File: src/rtl/hazard_unit.sv
// Stall/flush controller for the 5-stage pipeline: load-use, taken branch, pending R15
// write and data-memory wait states, with a wait-timeout error flag and stall-cycle counter.
module hazard_unit #(
    parameter int REG_AW  = 4,
    parameter int TIMEOUT = 15,
    parameter int CNT_W   = 16
) (
    input  logic              clk,
    input  logic              reset_n,
    input  logic [REG_AW-1:0] RA1D,
    input  logic [REG_AW-1:0] RA2D,
    input  logic [REG_AW-1:0] WA3E,
    input  logic              regWriteE,
    input  logic              memtoRegE,
    input  logic              PCWrPendingF,
    input  logic              BranchTakenE,
    input  logic              memReqM,
    input  logic              memReadyM,
    output logic              stallF,
    output logic              stallD,
    output logic              stallE,
    output logic              stallM,
    output logic              flushD,
    output logic              flushE,
    output logic              flushW,
    output logic              memErr,
    output logic [CNT_W-1:0]  stallCycles
);

    localparam int WCW = (TIMEOUT > 1) ? $clog2(TIMEOUT) : 1;

    typedef enum logic {
        RUN,
        MEMWAIT
    } state_t;

    state_t         state;
    state_t         state_next;
    logic [WCW-1:0] wait_cnt;
    logic           abort_wait;
    logic           mem_stall;
    logic           ld_stall;

    assign abort_wait = (state == MEMWAIT) && !memReadyM && (wait_cnt == WCW'(TIMEOUT - 1));
    assign ld_stall   = memtoRegE && regWriteE && ((RA1D == WA3E) || (RA2D == WA3E));

    // A request that cannot complete now freezes F..M; once memErr is set, requests never stall.
    always_comb begin
        mem_stall  = 1'b0;
        state_next = state;
        case (state)
            RUN: begin
                if (memReqM && !memReadyM && !memErr) begin
                    mem_stall  = 1'b1;
                    state_next = MEMWAIT;
                end
            end
            MEMWAIT: begin
                if (memReadyM || abort_wait) begin
                    state_next = RUN;
                end else begin
                    mem_stall = 1'b1;
                end
            end
            default: state_next = RUN;
        endcase
    end

    always_ff @(posedge clk or negedge reset_n) begin
        if (!reset_n) begin
            state    <= RUN;
            wait_cnt <= '0;
            memErr   <= 1'b0;
        end else begin
            state <= state_next;
            if (state == MEMWAIT && state_next == MEMWAIT) begin
                wait_cnt <= wait_cnt + 1'b1;
            end else begin
                wait_cnt <= '0;
            end
            if (abort_wait) begin
                memErr <= 1'b1;
            end
        end
    end

    // A taken branch squashes D, so it cancels the load-use hold of F/D and the PC.
    always_comb begin
        stallF = 1'b0;
        stallD = 1'b0;
        stallE = 1'b0;
        stallM = 1'b0;
        flushD = 1'b0;
        flushE = 1'b0;
        flushW = 1'b0;
        if (!reset_n) begin
            flushD = 1'b1;
            flushE = 1'b1;
            flushW = 1'b1;
        end else if (mem_stall) begin
            stallF = 1'b1;
            stallD = 1'b1;
            stallE = 1'b1;
            stallM = 1'b1;
            flushW = 1'b1;
        end else begin
            stallF = (ld_stall || PCWrPendingF) && !BranchTakenE;
            stallD = ld_stall && !BranchTakenE;
            flushE = ld_stall || BranchTakenE;
            flushD = BranchTakenE || (PCWrPendingF && !ld_stall);
        end
    end

    always_ff @(posedge clk or negedge reset_n) begin
        if (!reset_n) begin
            stallCycles <= '0;
        end else if (stallF && (stallCycles != {CNT_W{1'b1}})) begin
            stallCycles <= stallCycles + 1'b1;
        end
    end

endmodule

File: config.mk
export PLATFORM = sky130hd
export DESIGN_NAME = hazard_unit
export DESIGN_NICKNAME = d
export VERILOG_FILES = /design/src/rtl/hazard_unit.sv
export SDC_FILE = /design/constraint.sdc
export NUM_CORES = 1
export LEC_CHECK = 0
export BUFFER_PORTS_ARGS = -buffer_cell sky130_fd_sc_hd__buf_4
export CAP_MARGIN = 30
export CORE_MARGIN = 2
export CORE_UTILIZATION = 35
export DETAILED_ROUTE_END_ITERATION = 8
export GPL_ROUTABILITY_DRIVEN = 0
export PLACE_DENSITY = 0.58
export SYNTH_ARGS = -nofsm -noshare
export SYNTH_HDL_FRONTEND = slang
export SYNTH_SLANG_ARGS = --single-unit
File: constraint.sdc
create_clock -name clk -period 3.5 [get_ports clk]
set_input_delay 0 -clock clk [delete_from_list [all_inputs] [get_ports clk]]
set_output_delay 0 -clock clk [all_outputs]
set_load 0.02 [all_outputs]
==> impl_metrics.py <==
metrics = {
    "run_status": {
        "outcome": "complete, no violations",
    },
    "synth": {
        "synthTopCellsByArea": "dfrtp_1 45%, xor2_1 9.3%, xnor2_1 7.9%",
        "synth_commonest_cells": "22 x dfrtp_1, 13 x xor2_1, 11 x xnor2_1",
        "synth_most_common_cell": "dfrtp_1",
        "avgSynthCellArea_um2": 10.5,
        "syn_nets": 140,
        "synth_enable_flop_cells": 0,
        "syn_area_mm2": 0.00123,
        "yosysTopAreaCellShare_pct": 44.9,
        "yosysWarnings": 0,
        "async_flop_share_pct": 100,
        "synthCells": 117,
        "ys_ff_latch": 22,
        "ys.flop_type": "dfrtp_1",
        "yosysUniqueCellTypes": 30,
        "yosysSeqAreaShare_pct": 44.9,
        "yosys.area.top_type": "dfrtp_1",
    },
    "worst_setup_path": {
        "reg2reg_slack_ps": 930,
        "setup.worst_path.end_class": "output pin",
        "crit_type": "reg -> out",
        "critPathRequiredTime_ps": 3500,
        "r2r_cells": 8,
        "critPathLaunchType": "flop",
        "timing.rr.start": "wait_cnt[0]$_DFF_PN0_",
        "crit_fanout": 14,
        "timing.rr.end": "stallCycles[1]$_DFFE_PN0P_",
        "cp_data_arrival_time_ps": 2660,
    },
    "global_route": {
        "grt_first_pass_wirelength_um": 4650,
        "grt_pass1_vias": 1072,
        "grt.overflow.total": 0,
        "antenna_found_initial": 0,
        "grt_use_total_pct": 14.1,
        "grt_max_degree": 30,
    },
    "sta": {
        "maxSlewHeadroom_pct": 28.4,
        "min_period_ps": 2660,
        "fin_crit_sh_pct": 76.1,
        "setup_viol": 0,
        "fmax_mhz": 375,
        "fin_setup_tns_ps": 0,
        "tightestPinTransition_ps": 1070,
        "slew_viol_final": 0,
        "fin_skew_ps": 2.58,
        "hold_viol_final": 0,
        "rsz0062_at_grt": "false",
    },
    "finish": {
        "final_area_mm2": 0.00164,
        "n_antenna_cell": 0,
        "drive_gt1_share_pct": 33.7,
        "nFillCells": 344,
        "area_delta_synth_final_pct": 33.5,
        "multi_input_area_um2": 641,
        "nets": 187,
        "layoutNonFillerInstCount": 209,
        "regArea_um2": 551,
    },
    "detailed_routing": {
        "via_count": 1025,
        "wl_um": 2660,
        "via_per_inst": 4.90,
        "ant_nets": 0,
        "drt_iter0_markers": 29,
        "routedWlPerCell_um": 12.7,
        "first_pass_iters": 4,
        "drc_errors": 0,
    },
    "clocking": {
        "cts_root_buf": "clkbuf_4",
        "cts_max_level": 1,
        "clock-sinks": 22,
        "clock_latency_ps": 300,
        "clk_pin_slew_worst_paths_ps": 120,
        "cts_tree": "yes",
        "cts_buffer_depth": 2,
        "hold_buffers": 1,
        "numCtsBuffers": 3,
        "post_cts.repair.setup_buffers": 0,
        "cts_resized": 0,
    },
    "placement": {
        "place.port_buffers": 43,
        "placed_cell_area_mm2": 0.00159,
        "dp_cells": 204,
        "dpl.hpwl_um": 2030,
    },
    "die": {
        "ios": 44,
        "die_x_um": 63.2,
        "die_y_um": 63.2,
        "core_area_mm2": 0.00336,
        "die_area_mm2": 0.00399,
        "start_util_pct": 36.5,
        "rows": 21,
    },
    "run": {
        "maxCapViolCount": 0,
    },
    "power_and_ir_drop": {
        "cellLeakagePower_nw": 0.787,
        "ir_worst_vdd_mv": 0.291,
        "power.density_mw_per_mm2": 456,
    },
    "hold_path": {
        "hold_class": "in -> async",
    },
}
-- per-layer routing --
layer / part of all wire, % / routed length, um / global-route usage, % / vias up
met5: 0 / 0 / 0 / -
met4: 1.3 / 35 / 4.89 / 0
met3: 3.8 / 102 / 1.79 / 4
met2: 51 / 1350 / 24.2 / 25
met1: 44 / 1170 / 18.3 / 495
li1: - / - / - / 501
-- logic make-up (layout without fill, tap and decap cells) --
| logic type | after synthesis | in the layout | share of synthesized area [%] |
|---|---|---|---|
| fa+ha+maj | 3 | 3 | 3.06 |
| xor+xnor | 24 | 24 | 17.1 |
| flops | 22 | 22 | 44.9 |
| buf+inv | 6 | 52 | 2.86 |
| mux | 2 | 2 | 1.84 |
| compound gates | 8 | 8 | 5.61 |
| simple gates | 52 | 52 | 24.6 |
-- worst max-delay path, cell delays in order (launching register included) --
cell	delay [ps]
dfrtp_1	430
inv_1	70
ha_1	160
nand3_1	100
a21bo_4	240
and2_4	160
a221oi_2	790
inv_1	190
buf_4	220
-- final cells by class --
cell class | count | share of cell area [%]
clock buffer | 4 | 2.22
inverter | 3 | 0.688
multi-input combinational | 89 | 39.1
sequential | 22 | 33.6
tap | 46 | 3.52
timing repair buffer | 45 | 20.8
-- state kept, by name, indices dropped and copies added (netlist names) --
signal       cells
stallCycles     16
memErr           1
state            1
wait_cnt         4
-- metrics by stage --
stage / hold WS, ps / total power [mW] / setup WS [ps] / util, %
detailed placement: -70.8 / 0.612 / 915 / 47.3
global route: 141 / 0.795 / 635 / 48.7
floorplan: -296 / 0.492 / 1340 / -
CTS: 134 / 0.759 / 806 / 48.7
finish: 131 / 0.746 / 836 / 48.7
global placement: -70.1 / 0.607 / 998 / 47.3
-- worst max path at each step --
stage	startpoint	end	slack, ps	cells after the start
floorplan	memErr$_DFFE_PN0P_	stallCycles[15]$_DFFE_PN0P_	1340	8
global placement	wait_cnt[0]$_DFF_PN0_	stallCycles[1]$_DFFE_PN0P_	1000	8
detailed placement	wait_cnt[0]$_DFF_PN0_	stallCycles[1]$_DFFE_PN0P_	910	8
CTS	wait_cnt[0]$_DFF_PN0_	stallF	810	8
global route	wait_cnt[0]$_DFF_PN0_	stallF	640	8
finish	wait_cnt[0]$_DFF_PN0_	stallF	840	8
-- placed cells by master, fill, tap and decap left out, drive strengths merged --
cell          n
nor4          2
nand3        10
and2b         1
buf          44
nor3          8
a21oi         2
xnor2        11
and3          2
dlygate4sd3   1
dfrtp        22
and4          2
ha            3
nor4b         1
a21bo         1
and2          1
inv           3
xor2         13
nor2          8
a221oi        1
or4b          1
nand4         5
clkbuf        4
o21ai         2
nor3b         2
mux2          2
o21a          1
a41o          1
nor2b         2
nand2         7
-- where the power goes --
group          switching, mW  internal (mW)
Clock                 0.0774         0.0634
Sequential            0.0512          0.296
Combinational          0.135          0.123
(Power assumes the default switching activity.)
